--- src/rtl/addressed_demux_pkg.sv ---
// Shared definitions for the addressed demultiplexer: boolean constants and
// the per-channel slot state encoding.
package addressed_demux_pkg;

  localparam logic TRUE  = 1'b1;
  localparam logic FALSE = 1'b0;

  typedef enum logic {
    SLOT_EMPTY = 1'b0,
    SLOT_FULL  = 1'b1
  } slot_state_t;

endpackage

--- src/rtl/addressed_demux_slot.sv ---
// One output channel: a single-word holding register with an EMPTY/FULL
// state machine. o_valid is the registered state, so it doubles as the debug view.
module addressed_demux_slot
  import addressed_demux_pkg::*;
#(
  parameter int WORD_WIDTH = 36
) (
  input  logic                  clock,
  input  logic                  reset,
  input  logic                  i_load,
  input  logic [WORD_WIDTH-1:0] i_data,
  input  logic                  i_ready,
  output logic                  o_valid,
  output logic [WORD_WIDTH-1:0] o_data
);

  slot_state_t           r_state;
  logic [WORD_WIDTH-1:0] r_data;

  // i_load is only raised by the top when the slot is EMPTY or draining this
  // edge, so a load always wins and a same-edge drain+fill leaves no bubble.
  always_ff @(posedge clock) begin
    if (reset) begin
      r_state <= SLOT_EMPTY;
      r_data  <= '0;
    end else begin
      case (r_state)
        SLOT_EMPTY: begin
          if (i_load) begin
            r_data  <= i_data;
            r_state <= SLOT_FULL;
          end
        end
        SLOT_FULL: begin
          if (i_load) begin
            r_data  <= i_data;
            r_state <= SLOT_FULL;
          end else if (i_ready) begin
            r_state <= SLOT_EMPTY;
          end
        end
        default: r_state <= SLOT_EMPTY;
      endcase
    end
  end

  assign o_valid = (r_state == SLOT_FULL) ? TRUE : FALSE;
  assign o_data  = r_data;

endmodule

--- src/rtl/addressed_demux.sv ---
// Routes each input word to the slot selected by in_addr. Handshake: a word
// moves on any edge where its valid and ready are both 1; ready never waits on valid.
module addressed_demux
  import addressed_demux_pkg::*;
#(
  parameter int WORD_WIDTH   = 36,
  parameter int ADDR_WIDTH   = 2,
  parameter int OUTPUT_COUNT = 4
) (
  input  logic                               clock,
  input  logic                               reset,
  input  logic [ADDR_WIDTH-1:0]              in_addr,
  input  logic [WORD_WIDTH-1:0]              in_data,
  input  logic                               in_valid,
  output logic                               in_ready,
  output logic [WORD_WIDTH*OUTPUT_COUNT-1:0] out_data,
  output logic [OUTPUT_COUNT-1:0]            out_valid,
  input  logic [OUTPUT_COUNT-1:0]            out_ready,
  output logic                               addr_error
);

  localparam logic [ADDR_WIDTH:0] LP_COUNT = OUTPUT_COUNT[ADDR_WIDTH:0];

  if (OUTPUT_COUNT > (1 << ADDR_WIDTH)) begin : g_bad_cfg
    $error("addressed_demux: OUTPUT_COUNT exceeds the address range");
  end

  logic                    w_in_range;
  logic                    w_sel_free;
  logic                    w_accept;
  logic [OUTPUT_COUNT-1:0] w_load;
  logic                    r_addr_error;

  assign w_in_range = ({1'b0, in_addr} < LP_COUNT) ? TRUE : FALSE;

  always_comb begin
    w_sel_free = FALSE;
    for (int k = 0; k < OUTPUT_COUNT; k++) begin
      if (in_addr == ADDR_WIDTH'(k)) begin
        w_sel_free = ~out_valid[k] | out_ready[k];
      end
    end
  end

  // Out-of-range words are always accepted so they can be dropped and flagged.
  assign in_ready = ~reset & (~w_in_range | w_sel_free);
  assign w_accept = in_valid & in_ready;

  always_comb begin
    w_load = '0;
    for (int k = 0; k < OUTPUT_COUNT; k++) begin
      w_load[k] = w_accept & w_in_range & (in_addr == ADDR_WIDTH'(k));
    end
  end

  for (genvar g = 0; g < OUTPUT_COUNT; g++) begin : g_slot
    addressed_demux_slot #(
      .WORD_WIDTH(WORD_WIDTH)
    ) u_slot (
      .clock  (clock),
      .reset  (reset),
      .i_load (w_load[g]),
      .i_data (in_data),
      .i_ready(out_ready[g]),
      .o_valid(out_valid[g]),
      .o_data (out_data[g*WORD_WIDTH +: WORD_WIDTH])
    );
  end

  always_ff @(posedge clock) begin
    if (reset) begin
      r_addr_error <= FALSE;
    end else begin
      r_addr_error <= w_accept & ~w_in_range;
    end
  end

  assign addr_error = r_addr_error;

endmodule

--- config.mk ---
export PLATFORM = sky130hd
export DESIGN_NAME = addressed_demux
export DESIGN_NICKNAME = d
export VERILOG_FILES = /design/src/rtl/addressed_demux_pkg.sv /design/src/rtl/addressed_demux_slot.sv /design/src/rtl/addressed_demux.sv
export SDC_FILE = /design/constraint.sdc
export NUM_CORES = 1
export LEC_CHECK = 0
export ABC_AREA = 0
export BUFFER_PORTS_ARGS = -buffer_cell sky130_fd_sc_hd__buf_4
export CELL_PAD_IN_SITES_DETAIL_PLACEMENT = 1
export CELL_PAD_IN_SITES_GLOBAL_PLACEMENT = 1
export CORE_ASPECT_RATIO = 0.8
export CORE_MARGIN = 2
export CORE_UTILIZATION = 37
export CTS_CLUSTER_DIAMETER = 50
export DETAILED_ROUTE_END_ITERATION = 10
export GPL_ROUTABILITY_DRIVEN = 1
export PLACE_DENSITY = 0.77
export SLEW_MARGIN = 10
export SYNTH_ARGS = -nofsm -noshare
export SYNTH_HDL_FRONTEND = slang
export SYNTH_SLANG_ARGS = --single-unit
--- constraint.sdc ---
create_clock -name clock -period 2 [get_ports clock]
set_clock_uncertainty 0.05 [all_clocks]
set_input_delay 0.5 -clock clock [delete_from_list [all_inputs] [get_ports clock]]
set_output_delay 0.5 -clock clock [all_outputs]
set_load 0.05 [all_outputs]
# Yosys cells after proc, flatten, opt, wreduce, memory -nomap -nowiden
# Index checks and enable logic that the tools add are counted.
dict set report totals {
  regBits 148
  latch_bits 0
  mem_bits_rw 0
  romBits 0
  input_bits 45
  wordCells 59
  mem_count 0
}
dict set report op_classes {
  addsub 0
  mul 0
  div 0
  order_cmp 0
  n_eq_ne 3
  shifts 0
  muxes 28
  bitwise_logic 19
  n_reduce_logical 1
}
# op n
set op_table {}
lappend op_table {{$mux W36} 4}
lappend op_table {{$mux W1} 20}
lappend op_table {{$not A1 Y1} 9}
lappend op_table {{$pmux W1 S2} 4}
lappend op_table {{$and A1 B1 Y1} 6}
lappend op_table {{$eq A2 B2 Y1 const B} 2}
lappend op_table {{$or A1 B1 Y1} 4}
lappend op_table {{$eq A2 B1 Y1 const B} 1}
lappend op_table {{$logic_not A2 Y1} 1}

# Logic depth before layout (Yosys ltp)
# Gate-level depths: netlist of run 1.
dict set report depth {
  ltp_word 12
  depth_mapped 6
}

# Cells and area by module
# From an unflattened synthesis of run 1, not the netlist that was laid out.
dict set report hier_totals {
  hier_cells 498
  area_unflattened_um2 5480.3
}
# mod n_inst cells_per_inst area_per_inst_um2 seq_area_each_um2
set by_module_without_submodules {}
lappend by_module_without_submodules {addressed_demux_slot 4 120 1341.3 740.7}
lappend by_module_without_submodules {addressed_demux 1 18 115.1 0.0}

# Worst setup path after synthesis of run 1
# Ideal clock, no wire load.
dict set report synth_timing {
  kind {input -> output}
  from {input reset}
  to {output in_ready}
  t_arrival_ps 1535
  required_ps 1450
  path_slack_ps -85
  stages 5
  path_cell_list {buf_2 -> clkinv_1 -> buf_2 -> buf_2 -> and2_1}
}
dict set report synth_via {
  elab_chain_len 2
}
# item line
set synth_lines {}
lappend synth_lines {{from (decl)} addressed_demux.sv:11} ;# input logic reset,
lappend synth_lines {{$not A1 Y1} addressed_demux.sv:46} ;# assign in_ready = ~reset & (~w_in_range | w_sel_free);
lappend synth_lines {{$and A1 B1 Y1} addressed_demux.sv:46}
lappend synth_lines {{to (decl)} addressed_demux.sv:15} ;# output logic in_ready,
# No other way between the ends.

# Final worst setup path of run 1
dict set report layout_timing {
  from {register g_slot[3].u_slot.r_state}
  to {output in_ready}
}
dict set report layout_via {
  elab_chain_len 5
}
# item line
set layout_lines {}
lappend layout_lines {{from (decl)} addressed_demux_slot.sv:17} ;# slot_state_t r_state;
lappend layout_lines {{from (signal assigned)} addressed_demux_slot.sv:24} ;# r_state <= SLOT_EMPTY;
lappend layout_lines {{from (signal assigned)} addressed_demux_slot.sv:31} ;# r_state <= SLOT_FULL;
lappend layout_lines {{from (signal assigned)} addressed_demux_slot.sv:37} ;# r_state <= SLOT_FULL;
lappend layout_lines {{$mux W1} addressed_demux_slot.sv:47} ;# assign o_valid = (r_state == SLOT_FULL) ? TRUE : FALSE;
lappend layout_lines {{$not A1 Y1} addressed_demux.sv:40} ;# w_sel_free = ~out_valid[k] | out_ready[k];
lappend layout_lines {{$or A1 B1 Y1} addressed_demux.sv:40}
lappend layout_lines {{$mux W1} addressed_demux.sv:39} ;# if (in_addr == ADDR_WIDTH'(k)) begin
lappend layout_lines {{$and A1 B1 Y1} addressed_demux.sv:46}
# No other way between the ends.

==> results of run 1 <==
placed cells by master (no fill, tap or decap), types with 2 or more instances in the layout:
master / n
nand2_1: 104
mux2i_1: 104
nand4_1: 3
o31ai_1: 3
clkinvlp_4: 2
o21ai_1: 4
dfxtp_2: 4
o311ai_0: 32
clkinv_2: 5
clkbuf_8: 4
inv_1: 37
buf_12: 5
dfxtp_1: 144
buf_4: 205
nand3_2: 4
o21ai_0: 32
clkbuf_16: 17
o311ai_1: 4
a21oi_1: 7
nand2b_1: 3
through the flow:
step                       util  setup TNS, ns  area, um^2  total power, W  std cells
after floorplan               -              0        5560         0.00379        545
after global placement    0.482         -0.179        7170         0.00411        896
after detailed placement  0.482         -0.189        7170         0.00413        896
after CTS                 0.522         -0.153        7760         0.00716        928
after global routing      0.523         -0.195        7770         0.00733        929
final                     0.523         -0.141        7770         0.00710        929
kinds of logic (layout without fill, tap and decap cells):
group / after synthesis / in the layout / synth area share
multiplexers: 105 / 105 / 0.191
flip-flops: 148 / 148 / 0.533
AO/OA/AOI/OAI: 83 / 83 / 0.101
other: 1 / 1 / 0.000674
buffers and inverters: 85 / 280 / 0.0770
AND/OR/NAND/NOR: 123 / 123 / 0.0972
power by group through the flow:
| stage | Clock, W | Combinational (W) | Sequential, W |
|---|---|---|---|
| 3_5_place_dp | 0 | 0.000949 | 0.00318 |
| 3_3_place_gp | 0 | 0.000927 | 0.00318 |
| 5_1_grt | 0.00320 | 0.000999 | 0.00313 |
| 2_1_floorplan | 0 | 0.000252 | 0.00353 |
| 4_1_cts | 0.00308 | 0.000957 | 0.00312 |
| 6_report | 0.00303 | 0.000948 | 0.00312 |
worst max-delay path, delay by kind of cell (launching register included):
kind                   cells  cell delay (ns)
buffers and inverters      1             0.14
and+or+nand+nor            2             0.23
muxes                      1             0.47
DFF                        1             0.33
sequential cells by signal (all words and copies together), names as in the netlist:
signal                 flops
g_slot.u_slot.o_data     144
g_slot.u_slot.r_state      4
worst min path at each step:
stage                                startpoint                           to  slack, ns  cells after the start
finish                                    reset     g_slot[3].u_slot.r_state       0.31                      2
global route                        in_data[18]  g_slot[0].u_slot.o_data[18]       0.32                      3
CTS                                       reset     g_slot[3].u_slot.r_state       0.29                      2
detailed placement  g_slot[3].u_slot.o_data[18]  g_slot[3].u_slot.o_data[18]       0.41                      2
global placement     g_slot[2].u_slot.o_data[4]   g_slot[2].u_slot.o_data[4]       0.39                      2
floorplan              g_slot[3].u_slot.r_state     g_slot[3].u_slot.r_state       0.44                      2
cell type report:
cell class | count | area (um^2) | share of cell area
Multi-Input combinational cell | 312 | 2200 | 0.283
Clock inverter | 9 | 78.8 | 0.0101
Tap cell | 189 | 236 | 0.0304
Timing Repair Buffer | 211 | 1650 | 0.213
Inverter | 38 | 145 | 0.0187
Clock buffer | 22 | 484 | 0.0623
Sequential cell | 148 | 2970 | 0.382
per-layer routing:
layer,up-vias,global-route usage,routed length [um]
li1,2234,-,-
met1,2309,0.249,7430
met2,157,0.359,8040
met3,28,0.0777,1370
met4,0,0.0847,349
met5,-,0,0
repair_timing:
action	CTS	global route
pin swaps	1	0
setup endpoints to repair	1	1
setup buffers	1	1
hold buffers	0	0
cloned	0	0
resized for setup	8	0
==> results.md, run 1 <==
- The endpoint identified for the worst register-to-register timing path is g_slot[1].u_slot.o_data[27].
- The relative contribution of sequential cells to total power is 0.440.
- The final max-slew violation count is 0.
- The count of input and output buffers is 193.
- Setup repair after global routing could not meet its margin everywhere.
- The largest incremental delay on the critical path is 0.47 ns.
- The total CTS buffers is 17.
- In this run the worst setup path begins at g_slot[3].u_slot.r_state.
- The chip width is 141 um.
- The final hold violation count is 0.
- The register bit count reported by yosys is 148.
- The worst pin sits at a relative slew slack of 0.411.
- The count of filler cells inserted in the layout is 1695.
- The H-tree was split into 4 levels.
- The highest attainable clock frequency is 467 MHz.
- After floorplanning, the core was sized to cover 0.0149 mm^2.
- At the later pin of the worst-skew pair, clock insertion delay measures 0.42 ns.
- The max-cap violation count is 0.
- The first routing iteration left 236 violations.
- The total half-perimeter wirelength after legalization and detailed placement is 11900 um.
- The via count is 4728.
- The maximum clock insertion buffer count is 2.
- The checks that failed: negative setup slack.
- By count the netlist is led by dfxtp_1 (148), mux2i_1 (104), nand2_1 (104).
- The residual DRC count is 0.
- The floorplan step defined a die boundary enclosing 0.0160 mm^2.
- The flow ran to the end, but the final reports show violations.
- The post-CTS clock slew at the launch and capture registers of the worst setup and hold paths is 0.06 ns.
- The share of synthesized area in the top cell type comes to 0.533.
- Synthesis instantiated 31 different standard cells from the library.
- The leakage power total is 4.07 nW.
- The share of total power dissipated in the clock network is 0.427.
- The iteration count of the initial detailed-routing pass is 4.
- The data arrival time of the critical path is 1.59 ns.
- The first global-routing pass estimated 26500 um of wire.
- The per-cell routed wire length is 18.5 um.
- The synthesized instance count is 545.
- The required time at the endpoint of the critical path is 1.45 ns.
- The total overflow reported by the global router is 0.
- For this design the ratio of total power to cell area is 913 mW/mm^2.
- The clock sink count is 148.
- The share of the Yosys chip area taken by registers is 0.533.
- The worst-case setup slack after placement is -0.189 ns.
- For this run, the post-layout net count is 773.
- The post-synthesis area per instance is 10.2 um^2.
- In the synthesized netlist the dominant register cell turns out to be dfxtp_1.
- In this run the worst hold path is classified as in2reg.
- The residual antenna-violating net count after detailed routing is 0.
- The cell accounting for the most synthesized area is dfxtp_1.
- The net switching power is 0.00192 W.
- The sort of element at the end of the critical path is an output port.
- In the global route stage, overall resource usage came out at 0.213.
- In this run the cell area of the synthesized design comes to 0.00556 mm^2.
- The mean number of vias per cell is 5.09.
- The share of post-route cells with drive strength above 1 is 0.349.
- The largest voltage drop on the vdd net is 571 uV.
- In the finished design, the share of the clock period the worst path needs comes to 1.07.
- The clock tree from TritonCTS is done.
- The number of rows in the core area is 40.
- For this run, the number of Yosys warnings is 0.
- The post-synthesis net count is 590.
- The cell with the largest stage delay on the worst path is mux4_2.
- The initial antenna violation count is 0.
- The routed design has 17200 um of wire.
- The congestion estimate from routability-driven global placement came to 0.739.
- The chip height is 114 um.
- The maximum number of pins on one net before global-route repair is 89.
- Yosys attributes the largest share of cell area to dfxtp_1 (53%), mux2i_1 (19%), nand2_1 (7.0%).
- The design internal power is 0.00518 W.
- The area growth from synthesis to final layout is 39.7%.
- The minimum hold slack is 0.310 ns.
- The clock root buffer master is clkbuf_16.
- The transition time at the pin with the least slew margin is 0.881 ns.
- The fraction of registers with async set/reset is 0.
- The maximum fanout encountered on the critical timing path is 2.
- The critical path is of the reg2out type.
- In this run the critical register-to-register path is launched from g_slot[1].u_slot.r_state.
- The starting utilization of the core area is 0.374.
- The via count of the first global-routing pass was 4964.
- The number of flops mapped to enable cells by yosys is 0.
- The power share of the combinational group is 0.134.
- Setup slack on the critical path of the routed design comes to -0.141 ns.
- Counting I/O delays and the setup requirement, the final critical path takes 2.14 ns.
- The signal on the critical path passes through nand2b_1 -> mux4_2 -> and2_4 -> buf_8.
- The worst-case register-to-register setup slack is 0.26 ns.
- The kind of launch point of the worst setup path is a flip-flop.
- The number of cells on the worst reg-to-reg path is 4.
- 0 antenna diodes ended up in the layout.
- The total of endpoints with negative setup slack in the final report is 1.
- The net switching fraction of the power is 0.270.
- The worst setup path endpoint is in_ready.
- The cell with the most instances after synthesis is dfxtp_1.
- The number of placed I/O pins is 195.
Power figures use the tool's default switching activity.
==> run 2: changes to the inputs <==
--- a/config.mk
+++ b/config.mk
@@ -7,6 +7,7 @@
 export LEC_CHECK = 0
 export ABC_AREA = 0
 export BUFFER_PORTS_ARGS = -buffer_cell sky130_fd_sc_hd__buf_4
+export CAP_MARGIN = 20
 export CELL_PAD_IN_SITES_DETAIL_PLACEMENT = 1
 export CELL_PAD_IN_SITES_GLOBAL_PLACEMENT = 1
 export CORE_ASPECT_RATIO = 0.8
@@ -15,8 +16,9 @@
 export CTS_CLUSTER_DIAMETER = 50
 export DETAILED_ROUTE_END_ITERATION = 10
 export GPL_ROUTABILITY_DRIVEN = 1
-export PLACE_DENSITY = 0.77
+export PLACE_DENSITY = 0.76
 export SLEW_MARGIN = 10
 export SYNTH_ARGS = -nofsm -noshare
 export SYNTH_HDL_FRONTEND = slang
+export SYNTH_HIERARCHICAL = 1
 export SYNTH_SLANG_ARGS = --single-unit
==> run 2 against run 1 <==
The flow finishes with violations (design-rule violations, negative setup slack). Maximum frequency down 8.0%. Sequential power fell by 2%. First-iteration DRC count decreased by 20%. Global-route usage is 0.75 points higher. Power up 1.0%. Routed wire length is 7.2% higher. Largest power group is now clock.
==> results.md, run 2 <==
- The signal on the critical path passes through nor4b_4 -> or4_4 -> a31oi_4 -> buf_6.
- The initial antenna violation count is 0.
- The final layout contains 771 nets.
- The maximum clock insertion buffer count is 2.
- On the critical path the largest part of the delay comes from simple AND/OR/NAND/NOR gates.
- Detailed placement ended at an HPWL of 11300 um.
- The library cells used most frequently in the layout, excluding fill and tap cells, are buf_4 (209), dfxtp_1 (145), nor2_1 (144).
- Buffers inserted during clock tree synthesis total 17.
- The first global-routing pass estimated 26600 um of wire.
- The post-place instance area is 0.00709 mm^2.
- The residual antenna-violating net count after detailed routing is 0.
- The slowest stage of the critical path belongs to the cell or4_4.
- The highest attainable clock frequency is 430 MHz.
- The predominant post-synthesis flop cell is dfxtp_1.
- The post-synthesis net count is 543.
- OpenSTA, run right after detailed placement, puts the worst setup slack at -0.435 ns.
- The worst setup path category is reg2out.
- The count of input and output buffers is 193.
- The post-synthesis area per instance is 11.0 um^2.
- The floorplan step defined a die boundary enclosing 0.0158 mm^2.
- The number of distinct library cell variants in the gate-level netlist after synthesis is 23.
- For this run the aggregate overflow at the end of global routing stands at 0.
- Detailed routing placed a total of 866 um of wire on met3.
- At the worst endpoint, the required time is 1.45 ns.
- The placeable core region is 0.0144 mm^2.
- The overall routed net length is 18400 um.
- Setup total negative slack on the finished layout was measured at -19.20 ns.
- The top routing layer in use is met4.
- The chip width is 140 um.
- The area growth from synthesis to layout is 52.1%.
- The clock reaches the later pin of the worst-skew pair after 0.41 ns.
- The cell accounting for the most synthesized area is dfxtp_1.
- The starting utilization of the core area is 0.381.
- Across every metal layer, demand over resource in global routing totals 0.221.
- The cell count after synthesis came out at 498.
- The final max-slew violation count came to 0.
- In the routed layout, each cell is associated on average with a via count of 4.79.
- The share of the Yosys chip area taken by registers is 0.541.
- During I/O placement, the number of pins put on the boundary was 195.
- The min-delay analysis places its worst path in the category in2reg.
- The register with the most flip-flops in the layout has 144 of them.
- In this run, synthesis inferred 0 flip-flops with an integrated enable.
- The antenna diode count is 0.
- The leakage power total is 3.48 nW.
- Summed over all nets, wire length on met2 after detailed routing comes to 9230 um.
- The worst-case setup margin in the final layout is -0.327 ns.
- Setup repair after global routing could not meet its margin everywhere.
- By area the synthesized netlist is led by dfxtp_1 (54%), mux2i_1 (26%), nor2_1 (9.9%).
- The first routing iteration left 189 violations.
- The total of endpoints with negative setup slack in the final report is 112.
- The number of rows in the core area is 39.
- The via count of the first global-routing pass is 4758.
- The kind of launch point of the worst setup path is a flip-flop.
- The commonest cells after synthesis are dfxtp_1 (148), mux2i_1 (144), nor2_1 (144).
- In the routed design, unresolved DRC markers number 11.
- The max-cap violation count is 0.
- The register bit count reported by yosys is 148.
- Hold is met by 0.302 ns.
- The run finished, with violations left.
- In the finished design, the share of the clock period the worst path needs comes to 1.16.
- The most common library cell in the layout ignoring fill and taps is buf_4.
- In the final layout, the share of cells above drive strength 1 is 0.396.
- The power density over cell area is 860 mW/mm^2.
- The area fraction of the dominant cell type after synthesis is 0.541.
- The fraction of registers with async set/reset is 0.
- Counting I/O delays and the setup requirement, the final critical path takes 2.33 ns.
- At the pin with the least slew margin, the transition time is 0.559 ns.
- The clock sink count is 148.
- The area of the mapped netlist is 0.00548 mm^2.
- TritonCTS built the clock tree.
- The routability congestion estimate from global placement is 0.741.
- After clock tree synthesis, the clock-pin slew on the worst setup and hold paths is 0.06 ns.
- The iteration count of the initial detailed-routing pass is 9.
- The number of levels in the clock H-tree is 4.
- The largest voltage drop on the vdd net is 632 uV.
- The worst path buffer plus inverter count is 1.
- The maximum number of pins on one net before global-route repair is 57.
- The checks that failed: design-rule violations, negative setup slack.
- The detailed router put a total of 8060 um of wire on met1.
- The maximum fanout encountered on the critical timing path is 2.
- The worst setup path is captured at an output port.
- The number of warnings printed during yosys synthesis is 6.
- The final hold violation count is 0.
- The worst slew slack as a fraction of its limit is 0.628.
- The largest incremental delay on the critical path is 0.54 ns.
- The floorplan step set the die height to 113 um.
- The overall power of the completed layout is 0.00717 W.
- Yosys instantiated no cell more often than dfxtp_1.
- The finished layout cell area is 0.00834 mm^2.
- The number of hold-repair buffers added at the cts stage is 0.
- CTS placed an instance of clkbuf_16 at the clock tree root.
- At the worst endpoint, the arrival time is 1.78 ns.
- The routed layout has 4421 vias.
- The per-cell routed wire length is 20.0 um.
## run 2: cell types whose count changed after synthesis, sizes merged, moves of 8 or more
cell,previous run,this run
clkbuf,22,0
inv,37,7
mux2i,104,144
buf,25,33
nand2,104,1
o311ai,36,0
nor2,0,144
o21ai,36,1
## run 2: layout make-up
class / count / area [um^2]
fillers: 1557 / 6060
flip-flops and latches: 148 / 2970
multi-input cells: 310 / 2260
repair buffers: 242 / 2230
clock buffers: 21 / 470
well taps: 184 / 230
clock inverters: 11 / 149
inverters: 7 / 26.3
## run 2: final timing paths
path | start | end | slack, ns | cells after the start
min reg2reg | g_slot[1].u_slot/o_data[32] | g_slot[1].u_slot/o_data[32] | 0.45 | 2
min | in_data[3] | g_slot[3].u_slot/o_data[3] | 0.30 | 3
max | g_slot[0].u_slot/r_state | in_ready | -0.33 | 4
max reg2reg | g_slot[0].u_slot/r_state | g_slot[2].u_slot/o_data[0] | -0.30 | 9
## run 2: logic make-up (layout without fill, tap and decap cells)
logic type | count (synthesis) | count (layout) | synth area share
AOI/OAI and AO/OA | 6 | 6 | 0.00571
buffers and inverters | 40 | 281 | 0.0719
and+or+nand+nor | 159 | 159 | 0.118
DFF | 148 | 148 | 0.541
muxes | 144 | 144 | 0.263
other | 1 | 1 | 0.000684
## run 2: metrics by stage
stage | util | instances
after detailed placement | 0.493 | 864
after global placement | 0.493 | 864
after global routing | 0.579 | 923
final | 0.579 | 923
after floorplan | - | 498
after CTS | 0.562 | 911
## run 2: where the power goes
group	internal, W	total (W)	leakage [nW]	switching (W)
logic	0.000309	0.000812	1.98	0.000503
clock network	0.00207	0.00330	0.296	0.00124
registers	0.00301	0.00306	1.20	0.0000417
## run 2: worst min-delay path: stages
cell and delay [ns]:
buf_4 0.10, mux2i_1 0.06, nor2_1 0.07
## run 2: per-layer routing
metal | GRT usage | up-vias
met2 | 0.374 | 121
met3 | 0.0529 | 21
met5 | 0 | -
met1 | 0.272 | 2164
met4 | 0.0929 | 0
li1 | - | 2115
## run 2: what timing repair did
action / 4_1_cts / 5_1_grt
gates cloned: 8 / 5
hold endpoints to repair: 0 / 0
endpoints found under the setup margin: 81 / 112
pin swaps: 3 / 3
buffers inserted: 7 / 9
gates resized for setup: 11 / 26
